### config.mk
export PLATFORM = sky130hd
export DESIGN_NAME = alu_share_arbiter
export DESIGN_NICKNAME = d
export VERILOG_FILES = /design/src/rtl/alu_share_arbiter_pkg.sv /design/src/rtl/alu_share_arbiter_rr_arbiter2.sv /design/src/rtl/alu_share_arbiter.sv
export SDC_FILE = /design/constraint.sdc
export NUM_CORES = 1
export LEC_CHECK = 0
export BUFFER_PORTS_ARGS = -buffer_cell sky130_fd_sc_hd__buf_2
export CORE_AREA = 2 2 113 115
export CTS_CLUSTER_SIZE = 24
export DETAILED_ROUTE_END_ITERATION = 7
export DIE_AREA = 0 0 115 117
export GPL_ROUTABILITY_DRIVEN = 0
export PLACE_DENSITY = 0.81
export REMOVE_ABC_BUFFERS = 1
export SYNTH_ARGS = -nofsm -noshare
export SYNTH_HDL_FRONTEND = slang
export SYNTH_SLANG_ARGS = --single-unit
### constraint.sdc
create_clock -name clk -period 3.7 [get_ports clk]
set_clock_uncertainty 0.15 [all_clocks]
set_input_delay 0.37 -clock clk [delete_from_list [all_inputs] [get_ports clk]]
set_output_delay 0.37 -clock clk [all_outputs]
set_load 0.005 [all_outputs]
### src/rtl/alu_share_arbiter_pkg.sv
// alu_share_arbiter_pkg
//   Shared definitions for the ALU share arbiter: ALU function codes as
//   understood by the ALU, arbiter FSM state encodings and a small helper.
//   No ports (package).
package alu_share_arbiter_pkg;

  localparam logic [5:0] ALUFUNC_ADD = 6'b000000;
  localparam logic [5:0] ALUFUNC_SUB = 6'b000001;
  localparam logic [5:0] ALUFUNC_AND = 6'b011000;
  localparam logic [5:0] ALUFUNC_OR  = 6'b011110;
  localparam logic [5:0] ALUFUNC_XOR = 6'b010110;
  localparam logic [5:0] ALUFUNC_NOR = 6'b010001;
  localparam logic [5:0] ALUFUNC_A   = 6'b011010;
  localparam logic [5:0] ALUFUNC_SLL = 6'b100000;
  localparam logic [5:0] ALUFUNC_SRL = 6'b100001;
  localparam logic [5:0] ALUFUNC_SRA = 6'b100011;
  localparam logic [5:0] ALUFUNC_EQ  = 6'b110011;
  localparam logic [5:0] ALUFUNC_NEQ = 6'b110001;
  localparam logic [5:0] ALUFUNC_LT  = 6'b110101;
  localparam logic [5:0] ALUFUNC_LEZ = 6'b111101;
  localparam logic [5:0] ALUFUNC_GEZ = 6'b111001;
  localparam logic [5:0] ALUFUNC_GTZ = 6'b111111;

  typedef enum logic [1:0] {
    ST_IDLE = 2'b00,
    ST_EXEC = 2'b01,
    ST_RESP = 2'b10
  } state_t;

  function automatic logic [1:0] port_onehot(input logic idx);
    return idx ? 2'b10 : 2'b01;
  endfunction

endpackage

### src/rtl/alu_share_arbiter_rr_arbiter2.sv
// alu_share_arbiter_rr_arbiter2
//   Two-way grant: round-robin (FIXED_PRIO=0) or port-0-wins (FIXED_PRIO=1).
//   A lone request always wins. The round-robin pointer moves only when upd
//   is high, i.e. when the grant was actually taken.
// Ports
//   clk, reset   clock, asynchronous active-high reset
//   req [1:0]    per-port request
//   upd          grant accepted this cycle; advance pointer
//   grant [1:0]  combinational one-hot (or zero) grant
module alu_share_arbiter_rr_arbiter2 #(
  parameter int unsigned FIXED_PRIO = 0
) (
  input  logic       clk,
  input  logic       reset,
  input  logic [1:0] req,
  input  logic       upd,
  output logic [1:0] grant
);

  // 1: port 1 is preferred on the next tie (port 0 was granted last)
  logic prefer1;

  always_comb begin
    grant = req;
    if (req == 2'b11) begin
      grant = ((FIXED_PRIO == 0) && prefer1) ? 2'b10 : 2'b01;
    end
  end

  always_ff @(posedge clk or posedge reset) begin
    if (reset) begin
      prefer1 <= 1'b0;
    end else if (upd && (FIXED_PRIO == 0)) begin
      prefer1 <= grant[0];
    end
  end

endmodule

### src/rtl/alu_share_arbiter.sv
// alu_share_arbiter
//   Shares one combinational ALU between two requesters. The winning request's
//   operands are latched into an operand register that drives the ALU; the
//   result is captured after one EXEC cycle and held on the owner's response
//   port until accepted. One operation in flight at a time.
//
//   state | meaning
//   IDLE  | no operation; accept a new request
//   EXEC  | operand register drives ALU; capture alu_s at end of cycle
//   RESP  | result held for owner; on handshake may accept the next request
//
// Ports
//   clk, reset              clock, asynchronous active-high reset
//   req_valid/req_ready     per-port request handshake (ready one-hot or zero)
//   req_a/req_b             per-port operands, port 0 in the low DW bits
//   req_signed, req_func    per-port signed flag and 6-bit function code
//   resp_valid/resp_ready   per-port response handshake
//   resp_s                  registered result shared by both ports
//   alu_a/b/signed/func     registered ALU operands
//   alu_s                   ALU result (combinational from alu_*)
module alu_share_arbiter
  import alu_share_arbiter_pkg::*;
#(
  parameter int unsigned FIXED_PRIO = 0,
  parameter int unsigned DW         = 32
) (
  input  logic            clk,
  input  logic            reset,
  input  logic [1:0]      req_valid,
  output logic [1:0]      req_ready,
  input  logic [2*DW-1:0] req_a,
  input  logic [2*DW-1:0] req_b,
  input  logic [1:0]      req_signed,
  input  logic [11:0]     req_func,
  output logic [1:0]      resp_valid,
  input  logic [1:0]      resp_ready,
  output logic [DW-1:0]   resp_s,
  output logic [DW-1:0]   alu_a,
  output logic [DW-1:0]   alu_b,
  output logic            alu_signed,
  output logic [5:0]      alu_func,
  input  logic [DW-1:0]   alu_s
);

  state_t     state;
  logic       owner;
  logic [1:0] grant;
  logic       can_accept;
  logic       accept;
  logic       win;

  alu_share_arbiter_rr_arbiter2 #(
    .FIXED_PRIO (FIXED_PRIO)
  ) u_arb (
    .clk   (clk),
    .reset (reset),
    .req   (req_valid),
    .upd   (accept),
    .grant (grant)
  );

  // A new request may be taken in IDLE or in the cycle the owner drains RESP.
  // reset gates ready so nothing is offered while state is being cleared.
  assign can_accept = (state == ST_IDLE) || ((state == ST_RESP) && resp_ready[owner]);
  assign req_ready  = (can_accept && !reset) ? grant : 2'b00;
  assign accept     = |req_ready;
  assign win        = req_ready[1];
  assign resp_valid = (state == ST_RESP) ? port_onehot(owner) : 2'b00;

  always_ff @(posedge clk or posedge reset) begin
    if (reset) begin
      state      <= ST_IDLE;
      owner      <= 1'b0;
      alu_a      <= '0;
      alu_b      <= '0;
      alu_signed <= 1'b0;
      alu_func   <= ALUFUNC_ADD;
      resp_s     <= '0;
    end else begin
      if (accept) begin
        owner      <= win;
        alu_a      <= win ? req_a[2*DW-1:DW] : req_a[DW-1:0];
        alu_b      <= win ? req_b[2*DW-1:DW] : req_b[DW-1:0];
        alu_signed <= win ? req_signed[1] : req_signed[0];
        alu_func   <= win ? req_func[11:6] : req_func[5:0];
      end
      case (state)
        ST_IDLE: begin
          if (accept) state <= ST_EXEC;
        end
        ST_EXEC: begin
          resp_s <= alu_s;
          state  <= ST_RESP;
        end
        ST_RESP: begin
          if (resp_ready[owner]) state <= accept ? ST_EXEC : ST_IDLE;
        end
        default: state <= ST_IDLE;
      endcase
    end
  end

endmodule

==> reports/metrics.csv, run 1 <==
stage,metric,value,unit
pwr,Flop pwr share,42.9,%
pwr,Comb pwr share,35.0,%
worst_setup_path,Reg2Reg Depth,4,
timing,Final min period,2.94,ns
synth,Ys Warns,0,
timing,Final TNS setup,0,ns
routing,initial drt markers,374,
pwr,Sw Pwr,1.53,mW
floorplan,Site Rows,41,
timing,Worst-Margin Slew,1.07,ns
layout,area added between synthesis and finish,35.2,%
synth,Synth Area per Inst,11.9,um^2
cts,worst-skew pair later-pin latency,0.33,ns
pwr,Leakage,3.52,nW
timing,RSZ-0062 raised after global routing,false,
timing,Slew headroom,28.7,%
synth,top cell type's share of synthesized area,52.9,%
synth,Syn Inst Count,426,
synth,Synth top cells by count,"dfrtp_1 (107), inv_1 (76), a221o_1 (72)",
synth,Main synth FF type,dfrtp_1,
global_route,GRT Total Usage,20.6,%
layout,diodes inserted,0,
worst_setup_path,CP Cell Sequence,mux2i_4 -> buf_4 -> a2111oi_4 -> buf_12 -> buf_2,
worst_setup_path,Critical path origin,owner,
routing,drt drc,0,
timing,final period utilization,79.6,%
synth,synthesized flop and latch total,107,
worst_setup_path,Worst R2R Setup Slack,1.20,ns
synth,dominant cell by count in the synthesized netlist,dfrtp_1,
cts,Max Root-Sink Buffers,2,
cts,clock slew at reported path FFs,0.07,ns
global_route,gr ovfl total,0,
routing,total number of vias,4771,
worst_setup_path,RR Endpoint,alu_a[19],
worst_setup_path,Worst Path Arrival,2.42,ns
min_path,WHS Endpoint,alu_func[4],
worst_setup_path,Critical R2R Launch,state[0],
cts,TritonCTS Sinks,107,
worst_setup_path,Setup crit start kind,flip-flop,
synth,Synth area leader,dfrtp_1,
worst_setup_path,crit path kind,reg -> out,
place,count of input and output buffers,286,
layout,Multi-input gate area,0.00185,mm^2
routing,Post-Route WL,14900,um
min_path,HP Start,req_func[10],
synth,"EDFF count, synth",0,
cts,Num CTS Buffers,9,
worst_setup_path,Worst setup EP type,primary output,
cts,post-CTS resize count,0,
global_route,first-pass GRT wire length,22100,um
global_route,vias in the first global route,4469,
worst_setup_path,CP max-delay cell,a2111oi_4,
floorplan,core area,0.0123,mm^2
routing,DRT Pass-1 Iters,5,
pwr,Net Sw Frac,32.2,%
floorplan,Ports,287,
worst_setup_path,"Req. time, crit path",3.18,ns
layout,share of cells above drive strength 1,50.9,%
pwr,Int Pwr,3.23,mW
routing,vias per cell,5.72,
floorplan,Die Height,117,um
pwr,worst ir drop on vdd,260,uV
status,status,"complete, no violations",
cts,postcts setup bufs,0,
routing,WL/cell,17.8,um
cts,root buf cell,clkbuf_16,
synth,number of library cell types mapped by synthesis,23,
synth,top post-synthesis cells by area,"dfrtp_1 (53%), a221o_1 (14%), a2111oi_0 (12%)",
floorplan,Die X-Extent,115,um
timing,"Setup violations, final",0,
layout,final-stage net count,859,
timing,Final Max Slew Viols,0,
routing,"antenna viol nets, final",0,
cts,CTS tree,yes,
run,max cap viols,0,
worst_setup_path,"Max FO, Critical Path",75,
floorplan,die area,0.0135,mm^2
cts,Post-CTS Hold Fix Bufs,0,
global_route,largest net degree at the start of global routing,89,
global_route,initial antenna violation count,0,
floorplan,Initial Util,41.1,%
timing,final hold viol count,0,
layout,Fillers,1014,
min_path,WHS Path Cells,2,
layout,Register Area,0.00268,mm^2
worst_setup_path,Worst path top cell family by delay,buffers and inverters,
timing,Fmax,0.340,GHz
synth,Post-Syn Area,0.00507,mm^2
worst_setup_path,Crit path largest cell delay,0.49,ns
pwr,clock share of power,22.1,%
min_path,HP Class,in -> reg,
synth,Async SR Flop Fraction,100,%
cts,CTS H-tree depth,3,
worst_setup_path,Worst Path Buf+Inv,3,
timing,Fin Hold WS,0.111,ns
place,Post-DP HPWL,10500,um
synth,register area share after synthesis,52.9,%
pwr,pwr/cell area,694,mW/mm^2
[metrics by stage]
stage | instances | area [um^2] | setup WS [ns] | power [mW] | utilization, %
2_1_floorplan | 375 | 4800 | -1.23 | 2.79 | -
3_3_place_gp | 818 | 6520 | 1.16 | 3.66 | 52.9
3_5_place_dp | 818 | 6520 | 1.11 | 3.73 | 52.9
4_1_cts | 834 | 6850 | 0.769 | 4.79 | 55.6
5_1_grt | 834 | 6850 | 0.640 | 5.03 | 55.6
6_report | 834 | 6850 | 0.756 | 4.76 | 55.6
[cells by family (layout without fill, tap and decap cells)]
| group | after synthesis | after routing | synth area share [%] |
|---|---|---|---|
| mux | 33 | 33 | 7.31 |
| compound gates | 148 | 148 | 27.7 |
| buf+inv | 127 | 385 | 10.9 |
| flops | 107 | 107 | 52.9 |
| simple gates | 11 | 11 | 1.24 |
[per-layer routing]
metal	share of wire (%)	wire length (um)	GRT usage, %
met5	0	0	0
met2	49	7280	34.0
met1	40	6020	26.7
met4	2.5	368	7.71
met3	8.1	1200	4.38
[how the worst max path moves through the flow]
stage                   endpoint  slack [ns]  depth (start not counted)
floorplan               alu_a[0]       -1.23                          3
global placement        alu_b[8]        1.16                          5
detailed placement     alu_a[19]        1.11                          5
CTS                 req_ready[1]        0.77                          5
global route        req_ready[1]        0.64                          5
finish              req_ready[1]        0.76                          5
[power by group through the flow]
stage / clock (mW) / combinational, mW / sequential (mW)
6_report: 1.05 / 1.67 / 2.04
5_1_grt: 1.12 / 1.82 / 2.09
3_5_place_dp: 0 / 1.68 / 2.05
2_1_floorplan: 0 / 0.733 / 2.06
3_3_place_gp: 0 / 1.63 / 2.03
4_1_cts: 1.08 / 1.68 / 2.03
[state kept, by name, summed over array words and instances (netlist names)]
register	cells
state	2
alu_func	6
owner	1
alu_b	32
alu_signed	1
u_arb.prefer1	1
resp_s	32
alu_a	32
[cells in the final DEF (no fill, tap or decap), types with 2 or more instances in the layout]
master,synthesis,layout
buf_2,11,286
dfrtp_1,107,106
inv_1,76,75
a2111oi_0,71,71
a221o_1,72,71
mux2_2,32,32
clkbuf_16,0,9
buf_4,0,5
nor2_1,2,2
nand2_1,2,2
inv_6,0,2
clkbuf_8,0,2
bufinv_16,0,2
buf_12,0,2
[final cells by class]
| cell class | count | area share (%) |
|---|---|---|
| inverter | 76 | 4.20 |
| clock inverter | 5 | 1.21 |
| tap | 150 | 2.74 |
| multi-input combinational | 192 | 27.0 |
| timing repair buffer | 293 | 22.0 |
| sequential | 107 | 39.1 |
| clock buffer | 11 | 3.69 |
Power figures use the tool's default switching activity.
==> run 2, diff against run 1 <==
- clock period: 3.7 -> 2.8 ns (I/O delays scaled with it)
==> run 2 against run 1 <==
Clock power increased by 16%. Flip-flop and latch count unchanged. Design area increased by 0.11%. Critical path type is now in -> out. Highest routed layer unchanged.
==> reports/metrics.csv, run 2 (same netlist as run 1, synthesis figures left out) <==
stage,metric,value,unit,change
worst_setup_path,CP Cell Sequence,dlygate4sd3_1 -> buf_2 -> or2_4 -> a2111oi_4 -> buf_12 -> buf_2,,
global_route,gr ovfl total,0,,unchanged
global_route,gr busiest metal,met2,,
layout,share of cells above drive strength 1,51.1,%,+0.21 points
timing,Fmax,0.382,GHz,
floorplan,Die X-Extent,115,um,unchanged
min_path,WHS Path Cells,2,,unchanged
pwr,pwr/cell area,893,mW/mm^2,+29%
routing,drt drc,0,,unchanged
routing,initial drt markers,330,,-12%
worst_setup_path,cell mode on critical path,buf_2,,
layout,"commonest non-fill, non-tap cell in the layout",buf_2,,
global_route,vias in the first global route,4478,,+0.20%
routing,DRT Pass-1 Iters,4,,-1
cts,CTS H-tree depth,3,,unchanged
timing,Slew headroom,55.6,%,+27 points
floorplan,Ports,287,,unchanged
place,Post-DP HPWL,10700,um,+2.1%
worst_setup_path,Worst Path Arrival,2.18,ns,-0.24 ns
worst_setup_path,crit path kind,in -> out,,
worst_setup_path,"Max FO, Critical Path",73,,-2.7%
routing,Post-Route WL,15100,um,+1.9%
timing,RSZ-0062 raised after global routing,false,,
floorplan,Site Rows,41,,unchanged
layout,cell area after layout,0.00686,mm^2,+0.11%
cts,Post-CTS Hold Fix Bufs,1,,+1
min_path,HP Start,req_b[46],,
routing,WL/cell,18.0,um,+1.0%
cts,root buf cell,clkbuf_16,,
worst_setup_path,Critical path origin,reset,,
global_route,met3 Resource Use GR,3.81,%,-0.57 points
layout,most frequent cells in the layout,"buf_2 (286), dfrtp_1 (106), inv_1 (75), a2111oi_0 (71), a221o_1 (71)",,
timing,Final Max Slew Viols,0,,unchanged
cts,postcts setup bufs,0,,unchanged
worst_setup_path,Reg2Reg Depth,4,,unchanged
place,count of input and output buffers,286,,unchanged
place,dpl ws,0.657,ns,-0.449 ns
cts,Max Root-Sink Buffers,2,,unchanged
global_route,M2 GR Usage,36.9,%,+2.9 points
layout,final-stage net count,866,,+0.81%
pwr,Leakage,3.52,nW,about the same
status,status,"complete, no violations",,
global_route,initial antenna violation count,0,,unchanged
routing,"antenna viol nets, final",0,,unchanged
layout,area added between synthesis and finish,35.4,%,
place,dpl cell area,0.00655,mm^2,+0.58%
timing,Worst-Margin Slew,0.666,ns,-0.403 ns
timing,Final min period,2.61,ns,
worst_setup_path,Critical R2R Launch,u_arb.prefer1,,
floorplan,core area,0.0123,mm^2,unchanged
cts,TritonCTS Sinks,107,,unchanged
layout,biggest regs,"alu_a x32, alu_b x32, resp_s x32",,
run,max cap viols,0,,unchanged
layout,diodes inserted,0,,unchanged
worst_setup_path,Crit path largest cell delay,0.53,ns,+0.04 ns
global_route,GRT Total Usage,21.6,%,+1.0 points
cts,post-CTS resize count,0,,unchanged
global_route,first-pass GRT wire length,22900,um,+3.7%
global_route,met1 Use GR,27.4,%,+0.67 points
floorplan,die area,0.0135,mm^2,unchanged
floorplan,Die Height,117,um,unchanged
timing,setup ws final,0.186,ns,-0.570 ns
cts,CTS tree,yes,,
worst_setup_path,RR Endpoint,alu_func[5],,
cts,Num CTS Buffers,9,,unchanged
timing,final period utilization,93.4,%,
worst_setup_path,CP max-delay cell,dlygate4sd3_1,,
floorplan,Initial Util,41.1,%,unchanged
worst_setup_path,"Req. time, crit path",2.37,ns,-0.81 ns
global_route,largest net degree at the start of global routing,75,,-16%
min_path,WHS Endpoint,alu_b[14],,
layout,Fillers,1067,,+5.2%
cts,worst-skew pair later-pin latency,0.33,ns,about the same
routing,vias per cell,5.69,,-0.58%
worst_setup_path,Setup crit start kind,primary input,,
pwr,worst ir drop on vdd,300,uV,+16%
worst_setup_path,Worst R2R Setup Slack,0.66,ns,-0.54 ns
cts,clock slew at reported path FFs,0.08,ns,about the same
min_path,HP Class,in -> reg,,
timing,"Setup violations, final",0,,unchanged
timing,final hold viol count,0,,unchanged
worst_setup_path,Worst setup EP type,primary output,,
routing,total number of vias,4783,,+0.25%
==> run 2: routing by layer <==
layer,vias up,share of wire [%]
met2,258,49
met1,2321,41
met3,29,7.9
li1,2175,-
met5,-,0
met4,0,2.1
==> run 2: stage by stage <==
step / std cells / utilization, % / hold slack [ns] / total power, mW / TNS [ns]
after global routing: 841 / 55.7 / 0.00647 / 6.52 / 0
final: 841 / 55.7 / 0.0118 / 6.12 / 0
after CTS: 840 / 55.6 / 0.00175 / 6.16 / 0
after detailed placement: 823 / 53.2 / 0.128 / 4.94 / 0
after floorplan: 375 / - / 0.276 / 3.69 / -206.37
after global placement: 823 / 53.2 / 0.130 / 4.84 / 0
==> run 2: layout make-up <==
type                    instances  area [um^2]  area share [%]
flip-flops and latches        107         2680            39.1
well taps                     150          188            2.74
clock inverters                 7         60.1           0.876
multi-input cells             192         1850            27.0
repair buffers                300         1570            22.8
inverters                      76          288            4.20
clock buffers                   9          225            3.28
==> run 2: how the worst max path moves through the flow <==
stage / end / cells after the start
after floorplan: alu_a[0] / 3
after global placement: alu_b[7] / 5
after detailed placement: alu_func[5] / 5
after CTS: req_ready[1] / 6
after global routing: req_ready[1] / 6
final: req_ready[1] / 6
==> run 2: worst max-delay path, delay by kind of cell <==
kind                   cells  cell delay (ns)
buffers and inverters      4             1.19
and+or+nand+nor            1             0.25
AOI/OAI and AO/OA          1             0.39
==> run 2: power by group <==
part	total [mW]	internal (mW)	switching [mW]
Clock	1.22	0.618	0.602
Sequential	2.68	2.24	0.446
Combinational	2.22	1.20	1.02
